File: config.mk
export PLATFORM = sky130hd
export DESIGN_NAME = mem_lsu
export DESIGN_NICKNAME = d
export VERILOG_FILES = /design/src/rtl/mem_lsu.sv
export SDC_FILE = /design/constraint.sdc
export NUM_CORES = 1
export LEC_CHECK = 0
export ABC_CLOCK_PERIOD_IN_PS = 4050
export CAP_MARGIN = 10
export CORE_AREA = 2 2 150 152
export CTS_CLUSTER_SIZE = 12
export DETAILED_ROUTE_END_ITERATION = 12
export DIE_AREA = 0 0 152 154
export DONT_BUFFER_PORTS = 1
export PLACE_DENSITY = 0.42
export SLEW_MARGIN = 10
export SYNTH_ARGS = -nofsm -noshare
export SYNTH_HDL_FRONTEND = slang
export SYNTH_SLANG_ARGS = --single-unit
File: constraint.sdc
create_clock -name clk -period 4.05 [get_ports clk]
set_input_delay 1.0125 -clock clk [delete_from_list [all_inputs] [get_ports clk]]
set_output_delay 1.0125 -clock clk [all_outputs]
set_load 0.1 [all_outputs]
File: src/rtl/mem_lsu.sv
// MEM-stage load/store unit: runs one bus transaction per aligned load/store and
// holds the pipeline until the read data is captured.
module mem_lsu (
    input  logic        clk,
    input  logic        rst,
    input  logic [4:0]  wd_i,
    input  logic        wreg_i,
    input  logic [31:0] wdata_i,
    input  logic [31:0] hi_i,
    input  logic [31:0] lo_i,
    input  logic        whilo_i,
    input  logic [7:0]  aluop_i,
    input  logic [31:0] reg2_i,
    input  logic [31:0] mem_addr_i,
    input  logic [5:0]  stall_i,
    output logic [4:0]  wd_o,
    output logic        wreg_o,
    output logic [31:0] wdata_o,
    output logic [31:0] hi_o,
    output logic [31:0] lo_o,
    output logic        whilo_o,
    output logic        stallreq_o,
    output logic        misalign_o,
    output logic [31:0] bus_addr_o,
    output logic [31:0] bus_data_o,
    output logic [3:0]  bus_sel_o,
    output logic        bus_we_o,
    output logic        bus_stb_o,
    input  logic        bus_ack_i,
    input  logic [31:0] bus_data_i
);

    localparam logic [7:0] EXE_LB_OP  = 8'b1110_0000;
    localparam logic [7:0] EXE_LH_OP  = 8'b1110_0001;
    localparam logic [7:0] EXE_LW_OP  = 8'b1110_0011;
    localparam logic [7:0] EXE_LBU_OP = 8'b1110_0100;
    localparam logic [7:0] EXE_LHU_OP = 8'b1110_0101;
    localparam logic [7:0] EXE_SB_OP  = 8'b1110_1000;
    localparam logic [7:0] EXE_SH_OP  = 8'b1110_1001;
    localparam logic [7:0] EXE_SW_OP  = 8'b1110_1011;

    typedef enum logic [1:0] {StIdle, StBusy, StDone} state_e;

    state_e      state_q, state_d;
    logic [31:0] rbuf_q;
    logic [31:0] bus_addr_q, bus_data_q;
    logic [3:0]  bus_sel_q;
    logic        bus_we_q, bus_stb_q;

    logic        is_mem, is_load, misaligned;
    logic [3:0]  sel_c;
    logic [31:0] sdata_c, load_c;
    logic [7:0]  byte_v;
    logic [15:0] half_v;

    // Only the MEM-stage bit of the stall vector matters here.
    logic unused_stall;
    assign unused_stall = ^{stall_i[5], stall_i[3:0]};

    always_comb begin
        is_mem     = 1'b0;
        is_load    = 1'b0;
        misaligned = 1'b0;
        sel_c      = 4'b0000;
        sdata_c    = 32'h0;
        case (aluop_i)
            EXE_LB_OP, EXE_LBU_OP: begin
                is_mem  = 1'b1;
                is_load = 1'b1;
                sel_c   = 4'b1000 >> mem_addr_i[1:0];
            end
            EXE_LH_OP, EXE_LHU_OP: begin
                is_mem     = 1'b1;
                is_load    = 1'b1;
                misaligned = mem_addr_i[0];
                sel_c      = mem_addr_i[1] ? 4'b0011 : 4'b1100;
            end
            EXE_LW_OP: begin
                is_mem     = 1'b1;
                is_load    = 1'b1;
                misaligned = |mem_addr_i[1:0];
                sel_c      = 4'b1111;
            end
            EXE_SB_OP: begin
                is_mem  = 1'b1;
                sel_c   = 4'b1000 >> mem_addr_i[1:0];
                sdata_c = {4{reg2_i[7:0]}};
            end
            EXE_SH_OP: begin
                is_mem     = 1'b1;
                misaligned = mem_addr_i[0];
                sel_c      = mem_addr_i[1] ? 4'b0011 : 4'b1100;
                sdata_c    = {2{reg2_i[15:0]}};
            end
            EXE_SW_OP: begin
                is_mem     = 1'b1;
                misaligned = |mem_addr_i[1:0];
                sel_c      = 4'b1111;
                sdata_c    = reg2_i;
            end
            default: ;
        endcase
    end

    // Big-endian lane extraction from the captured read word.
    always_comb begin
        case (mem_addr_i[1:0])
            2'b00:   byte_v = rbuf_q[31:24];
            2'b01:   byte_v = rbuf_q[23:16];
            2'b10:   byte_v = rbuf_q[15:8];
            default: byte_v = rbuf_q[7:0];
        endcase
        half_v = mem_addr_i[1] ? rbuf_q[15:0] : rbuf_q[31:16];
        case (aluop_i)
            EXE_LB_OP:  load_c = {{24{byte_v[7]}}, byte_v};
            EXE_LBU_OP: load_c = {24'h0, byte_v};
            EXE_LH_OP:  load_c = {{16{half_v[15]}}, half_v};
            EXE_LHU_OP: load_c = {16'h0, half_v};
            default:    load_c = rbuf_q;
        endcase
    end

    always_ff @(posedge clk) begin
        if (rst) begin
            state_q    <= StIdle;
            rbuf_q     <= 32'h0;
            bus_addr_q <= 32'h0;
            bus_data_q <= 32'h0;
            bus_sel_q  <= 4'b0000;
            bus_we_q   <= 1'b0;
            bus_stb_q  <= 1'b0;
        end else begin
            state_q <= state_d;
            case (state_q)
                StIdle: begin
                    if (is_mem && !misaligned) begin
                        bus_addr_q <= {mem_addr_i[31:2], 2'b00};
                        bus_data_q <= sdata_c;
                        bus_sel_q  <= sel_c;
                        bus_we_q   <= !is_load;
                        bus_stb_q  <= 1'b1;
                    end
                end
                StBusy: begin
                    if (bus_stb_q && bus_ack_i) begin
                        rbuf_q    <= bus_data_i;
                        bus_stb_q <= 1'b0;
                    end
                end
                default: ;
            endcase
        end
    end

    always_comb begin
        state_d    = state_q;
        stallreq_o = 1'b0;
        misalign_o = 1'b0;
        wreg_o     = wreg_i;
        wdata_o    = wdata_i;
        case (state_q)
            StIdle: begin
                if (is_mem) begin
                    wreg_o = 1'b0;
                    if (misaligned) begin
                        misalign_o = 1'b1;
                    end else begin
                        stallreq_o = 1'b1;
                        state_d    = StBusy;
                    end
                end
            end
            StBusy: begin
                stallreq_o = 1'b1;
                wreg_o     = 1'b0;
                if (bus_stb_q && bus_ack_i) begin
                    state_d = StDone;
                end
            end
            StDone: begin
                if (is_load) begin
                    wdata_o = load_c;
                end else begin
                    wreg_o = 1'b0;
                end
                // Holding here while stalled elsewhere keeps the op from reissuing.
                if (!stall_i[4]) begin
                    state_d = StIdle;
                end
            end
            default: state_d = StIdle;
        endcase
    end

    assign wd_o       = wd_i;
    assign hi_o       = hi_i;
    assign lo_o       = lo_i;
    assign whilo_o    = whilo_i;
    assign bus_addr_o = bus_addr_q;
    assign bus_data_o = bus_data_q;
    assign bus_sel_o  = bus_sel_q;
    assign bus_we_o   = bus_we_q;
    assign bus_stb_o  = bus_stb_q;

endmodule

==> flow_summary.ini, run 1 <==
[status]
status = finished clean

[setup_path]
worstRegToRegCells = 5
rrSetupSlack_ns = 2.04
path_max_fanout = 9
crit_required_ns = 3.04
reg2reg_from = state_q[1]$_SDFFE_PP0P_
r2r-end = bus_data_o[1]$_SDFFE_PP0P_
cp.arrival_ns = 2.77
worstSetupPathType = primary input to output pin
cp-startpoint = aluop_i[4]
endpoint_kind = output pin
start_kind = primary input
critPathCapture = wdata_o[9]

[layout]
fin_cells = 1000
area_growth_pct = 17.44
n_antenna_cell = 0
nets = 931
fill_cells = 2302
drive_above_1_share_pct = 17.36
utilization_pct = 32.21

[logic_synthesis]
synth_fa_ha_area_share_pct = 0
synth_seq_cells = 102
synth_top_cell_by_area = dfxtp_1
synth-main-ff-cell = dfxtp_1
synth_top_family_by_area = compound AO/OA/AOI/OAI gates
ys_seq_area_share_pct = 34.33
synth-simple-area-share_pct = 20.72
synth_warnings = 0
synth_top_area_share_pct = 34.33
postSynthAreaPerCell_sq_um = 7.520
synthXorXnorAreaFrac_pct = 0
async_flop_share_pct = 0
synth_edf_count = 0
synth_compound_area_share_pct = 26.67
syn_inst = 791
syn_area_sq_um = 5948
synth.area.top_cells = dfxtp_1 (34%), buf_4 (9.1%), a21oi_1 (7.7%)
synth_mux_area_share_pct = 3.934
yosysUniqueCellTypes = 48

[detailed_routing]
dr.pass1.iters = 4
finalWirelength_um = 21170
drt_iter0_drc = 312
wl_per_cell_um = 21.17
vias_per_cell = 5.472
drc = 0
vias = 5472
ant_nets = 0

[timing]
tns_ns = 0
period_minus_slack_ns = 3.784
slew_viol_final = 0
setup_viol_count_final = 0
rsz0062_at_grt = no
timing.hold.ws_ns = 0.4831
relSlewSlack_pct = 29.38
final.setup_skew_ns = 0.005376
fmax_mhz = 264.3
finalCritPeriodShare_pct = 93.42
worst_pin_slew_ns = 1.058
hold_viol = 0

[floorplanning]
pin_count = 391
die_h_um = 154
die_w_um = 152
rows = 54
start_util_pct = 27.43
fp.coreArea_sq_um = 21690
die-area_sq_um = 23410

[grt]
grt.busiest_layer = met2
grt_use_met1_pct = 19.19
antenna_found_initial = 0
grtUsageMet2_pct = 30.67
grt_pass1_wl_um = 32080
grt.overflow.total = 0
grt_pass1_vias = 5479
use_met3_pct = 6.003
grt_util_all_layers_pct = 17.40
grt_max_degree = 121

[placed_design]
port_buffers = 0
placedCellCount = 984
gp_congestion = 0.8226
dpl.hpwl_um = 15350

[clock_network]
post_cts_buffers = 0
cts-root-buf = clkbuf_16
cts.sinks = 102
cts_made_buffers = 9
cts_tree = built
cts_max_level = 3
cts_resized = 0
insertion_delay_ns = 0.35
cts_hold_buf = 0
clk_pin_slew_ns = 0.07
clk_path_buf_depth = 2

[run]
cap_viol_max_count = 0

[power_and_ir_drop]
p_total_w = 0.002328
leakagePower_nw = 2.235
p_per_area_nw_per_um2 = 333.3
ir_worst_vdd_v = 0.0001631

[hold_path]
hold_class = register to register
==> critical path, cell delays in order <==
cell and delay (ns):
and4b_1 0.36, nand2_1 0.25, nor3_2 0.54, a221oi_1 0.20, a21oi_4 0.21, buf_12 0.19
==> synth_stat cells, types with 10 or more instances <==
| cell | count |
|---|---|
| a211oi_1 | 10 |
| a21oi_1 | 91 |
| a31oi_1 | 16 |
| buf_4 | 72 |
| clkbuf_1 | 60 |
| dfxtp_1 | 102 |
| mux2i_1 | 20 |
| nand2_1 | 103 |
| nand2b_1 | 19 |
| nand3_1 | 31 |
| nand4_1 | 18 |
| nor2_1 | 38 |
| nor2b_1 | 26 |
| o21ai_0 | 17 |
| o21ai_1 | 71 |
==> state kept, by name, indices dropped and copies added (netlist names) <==
name        cells
rbuf_q         32
state_q         2
bus_we_o        1
bus_stb_o       1
bus_sel_o       4
bus_addr_o     30
bus_data_o     32
==> metal layers <==
layer	vias up	routed length, um
met5	-	0
met4	0	600
met3	49	1773
met2	246	10670
met1	2606	8123
li1	2571	-
==> where the power goes <==
group          total [W]  internal [W]  switching (W)  leakage [nW]
Sequential       0.00106       0.00101      0.0000536         0.822
Combinational   0.000345      0.000120       0.000225          1.27
Clock           0.000921      0.000490       0.000431         0.146
==> cell type report <==
class	instances	area (sq um)	share of cell area (%)
well taps	280	350.3	5.015
inverters	8	30.03	0.4299
multi-input cells	538	3386	48.47
repair buffers	56	870.8	12.47
clock buffers	9	225.2	3.224
clock inverters	7	81.33	1.164
flip-flops and latches	102	2042	29.23
==> metrics by stage <==
step	instance area, sq um	setup slack, ns
2_1_floorplan	6260	-0.3235
5_1_grt	6985	0.09767
6_report	6985	0.2664
3_3_place_gp	6679	0.2790
4_1_cts	6985	0.2667
3_5_place_dp	6679	0.2762
==> cells by family after synthesis <==
| group | count (synthesis) |
|---|---|
| AO/OA/AOI/OAI | 258 |
| AND/OR/NAND/NOR | 256 |
| buffers and inverters | 152 |
| flip-flops | 102 |
| multiplexers | 22 |
| other | 1 |
==> worst min-delay path by stage <==
stage	startpoint	to	depth (start not counted)
2_1_floorplan	rbuf_q[16]$_SDFFE_PP0P_	rbuf_q[16]$_SDFFE_PP0P_	2
3_3_place_gp	rbuf_q[19]$_SDFFE_PP0P_	rbuf_q[19]$_SDFFE_PP0P_	2
3_5_place_dp	rbuf_q[19]$_SDFFE_PP0P_	rbuf_q[19]$_SDFFE_PP0P_	2
4_1_cts	rbuf_q[19]$_SDFFE_PP0P_	rbuf_q[19]$_SDFFE_PP0P_	2
5_1_grt	rbuf_q[19]$_SDFFE_PP0P_	rbuf_q[19]$_SDFFE_PP0P_	2
6_report	rbuf_q[20]$_SDFFE_PP0P_	rbuf_q[20]$_SDFFE_PP0P_	2
==> layout by cell type (no fill, tap or decap), types with 3 or more instances in the layout <==
cell	count
and2_1	3
nor2b_1	26
o41ai_2	8
a21oi_1	82
inv_1	8
o21ai_0	17
a22oi_1	9
o21ai_2	7
buf_4	20
nand3_1	31
o21ai_1	63
a21oi_2	7
buf_12	36
nand2_1	103
mux2i_1	20
nand4_1	18
o221ai_1	7
o41ai_1	8
a31oi_4	14
a32oi_1	7
nand2b_1	19
nor2_1	36
clkbuf_16	9
nor3b_1	6
a211oi_1	10
dfxtp_1	102
Note: power is estimated with default switching activity, not from simulation.
==> inputs of run 2 (changes only) <==
--- a/config.mk
+++ b/config.mk
@@ -13,7 +13,7 @@
 export DIE_AREA = 0 0 152 154
 export DONT_BUFFER_PORTS = 1
 export PLACE_DENSITY = 0.42
-export SLEW_MARGIN = 10
+export SLEW_MARGIN = 5
 export SYNTH_ARGS = -nofsm -noshare
 export SYNTH_HDL_FRONTEND = slang
 export SYNTH_SLANG_ARGS = --single-unit
==> results of run 2 <==
No change in the layout: final DEF, timing and power equal those of run 1.
==> RTL change 1 (settings of run 2) <==
The 3 states of `state_e` get a one-hot encoding in 3 bits.
--- a/src/rtl/mem_lsu.sv
+++ b/src/rtl/mem_lsu.sv
@@ -40,5 +40,5 @@
     localparam logic [7:0] EXE_SW_OP  = 8'b1110_1011;
 
-    typedef enum logic [1:0] {StIdle, StBusy, StDone} state_e;
+    typedef enum logic [2:0] {StIdle = 3'b001, StBusy = 3'b010, StDone = 3'b100} state_e;
 
     state_e      state_q, state_d;
Function: no difference found for any inputs over 4 cycles, from zero or initial values and one cycle with rst high; so few cycles prove little.
==> RTL change 1 against run 2 <==
- final area shrank 2.0%
- combinational power grew 3%
- sequential cell count grew 1
- total power shrank 0.21%
- synthesized cell count shrank 4.6%
- critical path depth grew 1
- synthesized area shrank 1.9%
- worst setup slack gained 0.029 ns
- global-route usage is essentially flat
- wire length grew 1.0%
- count of clock-buffer cells in the layout is the same
- hold slack lost 0.010 ns
- clock skew grew 0.0055 ns
- largest cell class unchanged
- largest power group unchanged
==> RTL change 1: results (changes against run 2) <==
Outcome - finished clean
Vias in the first global route - 5068 (-7.5%)
Postcts setup bufs - 0 (unchanged)
Cells on worst reg2reg path - 5 (unchanged)
Critical register-to-register path endpoint - bus_data_o[30]
Layout net count - 893 (-4.1%)
Pleak - 2.09 nW (-6.3%)
Global-route layer with the greatest usage - met2
Max VDD drop - 0.157 mV (-3.5%)
Total placed instance area - 0.00653 mm^2 (-2.2%)
Largest fanout on the critical path - 61 (+52)
Synth async-reset ratio - 0% (unchanged)
Most area-consuming cells after synthesis - dfxtp_1 35%, buf_4 9.3%, a21oi_1 8.5%
Initial antenna violation count - 0 (unchanged)
Met3 wire len - 1.70 mm (-4.3%)
Maximum buffer depth of the clock tree - 2 (unchanged)
Fin Hold WS - 0.473 ns (-0.0102 ns)
Met1 track utilization from global routing - 21.5% (+2.3 points)
Setup slack after placement - 0.241 ns (-0.0353 ns)
Combinational power - 357 uW (+3%)
Reported clock group power - 906 uW (-2%)
Number of DRC violations after detailed-routing iteration 0 - 420 (+35%)
DRT Wirelength - 21.4 mm (+1.0%)
Ranking of synthesized cells by instance count - 103 x dfxtp_1, 99 x a21oi_1, 99 x nand2_1
Post-detailed-route via-to-cell ratio - 5.47 (about the same)
Placed cell count - 946 (-3.9%)
DRC violations left - 0 (unchanged)
Number of antenna repair diodes - 0 (unchanged)
Final cell count without fillers - 962 (-3.8%)
Resize count post-CTS - 0 (unchanged)
Total half-perimeter wirelength after legalization and detailed placement - 15.9 mm (+3.8%)
Worst slew slack as a fraction of its limit - 24.6% (-4.8 points)
Fraction of met2 tracks used by global routing - 27.7% (-3.0 points)
Largest net degree at the start of global routing - 106 (-12%)
Mapped Avg Cell Area - 7.73 um^2 (+2.8%)
Worst hold start - rbuf_q[0]
Global-route wire length before repair - 31.7 mm (-1.3%)
Share of post-route cells with drive strength above 1 - 17.0% (-0.35 points)
Clock network fraction of total power - 39.0% (-0.6 points)
Start of the worst register-to-register path - state_q[0]
Arrival time at the worst endpoint - 2.74 ns (-0.03 ns)
Switching Fraction - 32.1% (+1.6 points)
Met2 wirelength from detailed routing - 10.2 mm (-4.8%)
Endpoint of the worst hold-timing path - rbuf_q[0]
Distinct cell type count after synthesis - 47 (-2.1%)
Global-route usage over all layers - 17.4% (-0.037 points)
Top layer reached by signal wires - met4
Clock slew seen by the registers of the worst setup and hold paths - 0.08 ns
Hold Crit Class - flop to flop
Number of iterations in the first detailed-routing pass - 5 (+1)
H-tree depth reported by CTS - 3 (unchanged)
Worst clock skew - 0.0109 ns (+0.00552 ns)
Seq/Total Area, Yosys - 35.3% (+1.0 points)
Gpl congestion - 0.819 (-0.50%)
Register-to-register path setup slack - 1.40 ns (-0.64 ns)
Global routing usage on met3 - 5.69% (-0.31 points)
Sum of routed wire segments on met1 - 8.81 mm (+8.5%)
Total CTS buffers - 9 (unchanged)
-- RTL change 1: cell types whose count changed in the layout (fill, tap and decap cells not counted), moves of 8 or more --
| cell | before | now |
|---|---|---|
| o21ai_1 | 63 | 0 |
| o21ai_0 | 17 | 53 |
| nor4_1 | 0 | 9 |
| a22o_1 | 0 | 11 |
| o41ai_1 | 8 | 0 |
| a21oi_1 | 82 | 99 |
| nand2b_1 | 19 | 9 |
| nor2b_1 | 26 | 1 |
| nand3_1 | 31 | 40 |
| o41ai_2 | 8 | 0 |
| o2bb2ai_1 | 0 | 8 |
-- RTL change 1: worst max-delay path by stage --
stage,startpoint,to,slack (ns),cells past startpoint
finish,aluop_i[4],wdata_o[14],0.30,7
global route,state_q[2],wdata_o[14],0.18,6
CTS,aluop_i[4],wdata_o[15],0.24,7
detailed placement,aluop_i[4],wdata_o[15],0.24,7
global placement,aluop_i[4],wdata_o[15],0.24,7
floorplan,aluop_i[4],wdata_o[10],-0.28,5
-- RTL change 1: cell type report --
| type | count | area (um^2) |
|---|---|---|
| tap | 280 | 350 |
| clock buffer | 9 | 225 |
| clock inverter | 7 | 90.1 |
| fill | 2276 | 14800 |
| inverter | 14 | 52.6 |
| sequential | 103 | 2060 |
| multi-input combinational | 500 | 3250 |
| timing repair buffer | 49 | 818 |
-- RTL change 1: kinds of logic after synthesis --
logic type,Yosys count,share of synthesized area (%)
AO/OA/AOI/OAI,245,25.6
AND/OR/NAND/NOR,229,18.4
buffers and inverters,153,14.7
flip-flops,103,35.3
multiplexers,24,5.83
other,1,0.0643
-- RTL change 1: critical path, stage by stage --
cell and delay (ns):
nand4b_1 0.19, buf_4 0.26, a2111oi_4 0.28, buf_12 0.35
o221ai_1 0.26, o21ai_2 0.15, buf_12 0.20
==> RTL change 2 (flow settings as in run 2) <==
Without the edit above. Remove the case item `EXE_SB_OP` of the case on `aluop_i`.
--- a/src/rtl/mem_lsu.sv
+++ b/src/rtl/mem_lsu.sv
@@ -82,9 +82,4 @@
                 sel_c      = 4'b1111;
             end
-            EXE_SB_OP: begin
-                is_mem  = 1'b1;
-                sel_c   = 4'b1000 >> mem_addr_i[1:0];
-                sdata_c = {4{reg2_i[7:0]}};
-            end
             EXE_SH_OP: begin
                 is_mem     = 1'b1;
Function: changed (a bounded check fails within 4 cycles, from zero or initial values and one cycle with rst high).
==> RTL change 2 against run 2 <==
- largest cell class unchanged
- non-clock buffer count increased by 1
- total power is 3.4% lower
- register-to-register slack better by 0.07 ns
- first-iteration DRC count decreased by 25%
- sequential cell count unchanged
- sequential share of layout area grew 1.8 points
- critical path type unchanged
- die area unchanged
- worst setup slack better by 0.17 ns
- critical endpoint is now wdata_o[7]
- final area shrank 5.8%
- hold slack worse by 0.025 ns
- wire length fell by 7.1%
- synthesized area is 5.6% lower
- global-route usage shrank 1.1 points
==> RTL change 2: results (changes against run 2) <==
Largest net degree at the start of global routing - 104 (-14%)
Layout net count - 881 (-5.4%)
Outcome - finished clean
Via Count - 4992 (-8.8%)
Distinct cell type count after synthesis - 47 (-2.1%)
Worst clock skew - 0.0142 ns (+0.00885 ns)
Global-route wire length before repair - 29.9 mm (-6.7%)
Count of fill cells added during filler insertion - 2286 (-0.70%)
Total half-perimeter wirelength after legalization and detailed placement - 14.1 mm (-7.8%)
Maximum buffer depth of the clock tree - 2 (unchanged)
Share of post-route cells with drive strength above 1 - 20.4% (+3.1 points)
Global-route usage over all layers - 16.3% (-1.1 points)
Cell with the largest stage delay on the worst path - a2111o_1
Total CTS buffers - 9 (unchanged)
Clock slew seen by the registers of the worst setup and hold paths - 0.07 ns (about the same)
Port Buffers - 0 (unchanged)
Slew of the pin with the lowest slew margin - 1.03 ns (-0.0244 ns)
Arrival time at the worst endpoint - 2.60 ns (-0.17 ns)
Final cell count without fillers - 950 (-5.0%)
Hold Crit Class - flop to flop
Delay of the slowest cell on the worst path - 0.52 ns (-0.02 ns)
DRT Wirelength - 19.7 mm (-7.1%)
Number of iterations in the first detailed-routing pass - 5 (+1)
Largest fanout on the critical path - 15 (+6)
Clock Root Buffer - clkbuf_16
Max VDD drop - 0.171 mV (+4.6%)
Synth async-reset ratio - 0% (unchanged)
Ranking of synthesized cells by instance count - 102 x dfxtp_1, 96 x a21oi_1, 77 x nand2_1
Gpl congestion - 0.773 (-6.1%)
Number of cells produced by synthesis - 733 (-7.3%)
Total of warnings raised by yosys - 0 (unchanged)
Delay-heaviest family, CP - compound AO/OA/AOI/OAI gates
H-tree depth reported by CTS - 3 (unchanged)
Number of antenna repair diodes - 0 (unchanged)
Placed cell count - 934 (-5.1%)
Postcts setup bufs - 0 (unchanged)
Resize count post-CTS - 0 (unchanged)
Most area-consuming cells after synthesis - dfxtp_1 36%, buf_4 10%, a21oi_1 8.6%
Clk Latency, worst-skew pair - 0.36 ns
Power dissipated by switching net loads - 684 uW (-3.6%)
Number of DRC violations after detailed-routing iteration 0 - 234 (-25%)
Seq/Total Area, Yosys - 36.3% (+2.0 points)
Pleak - 2.05 nW (-8.2%)
## RTL change 2: power groups by stage
| stage | Clock [mW] | Combinational (mW) | Sequential, mW |
|---|---|---|---|
| final | 0.863 | 0.347 | 1.04 |
| after global routing | 0.933 | 0.362 | 1.04 |
| after CTS | 0.899 | 0.350 | 1.04 |
| after detailed placement | 0 | 0.349 | 1.06 |
| after global placement | 0 | 0.349 | 1.06 |
| after floorplan | 0 | 0.588 | 1.06 |
## RTL change 2: cell type report
cell class / instances / area (um^2) / share of cell area, %
Tap cell: 280 / 350 / 5.32
Clock inverter: 5 / 42.5 / 0.647
Timing Repair Buffer: 57 / 853 / 13.0
Multi-Input combinational cell: 492 / 3040 / 46.2
Inverter: 3 / 11.3 / 0.171
Sequential cell: 102 / 2040 / 31.0
Clock buffer: 11 / 243 / 3.69
## RTL change 2: cells by family after synthesis
| family | share of synthesized area [%] |
|---|---|
| compound gates | 23.4 |
| flops | 36.3 |
| buf+inv | 14.7 |
| simple gates | 21.7 |
| mux | 3.79 |
| other cells | 0.0668 |
## RTL change 2: worst paths after layout
check / startpoint / end / slack [ns] / depth (start not counted)
max reg2reg: state_q[1] / bus_data_o[3] / 2.11 / 5
max: aluop_i[2] / wdata_o[7] / 0.44 / 6
min: rbuf_q[6] / rbuf_q[6] / 0.46 / 2
min reg2reg: rbuf_q[6] / rbuf_q[6] / 0.46 / 2
## RTL change 2: routing by layer
metal / track usage [%] / up-vias / routed length [um]
met5: 0 / - / 0
met4: 5.25 / 0 / 350
met3: 5.58 / 37 / 1570
met2: 28.9 / 231 / 9940
met1: 18.5 / 2359 / 7800
li1: - / 2365 / -
## RTL change 2: through the flow
stage / utilization (%) / setup slack [ns] / cell area [um^2] / power [mW]
5_1_grt: 30.3 / 0.347 / 6580 / 2.34
2_1_floorplan: - / -0.607 / 5840 / 1.65
4_1_cts: 30.3 / 0.433 / 6580 / 2.29
3_3_place_gp: 29.0 / 0.434 / 6290 / 1.41
3_5_place_dp: 29.0 / 0.436 / 6290 / 1.41
6_report: 30.3 / 0.439 / 6580 / 2.25
## RTL change 2: worst min-delay path: stages, from the launching register on
cell,delay [ns]
dfxtp_1,0.31
nand2_1,0.05
a21oi_1,0.05
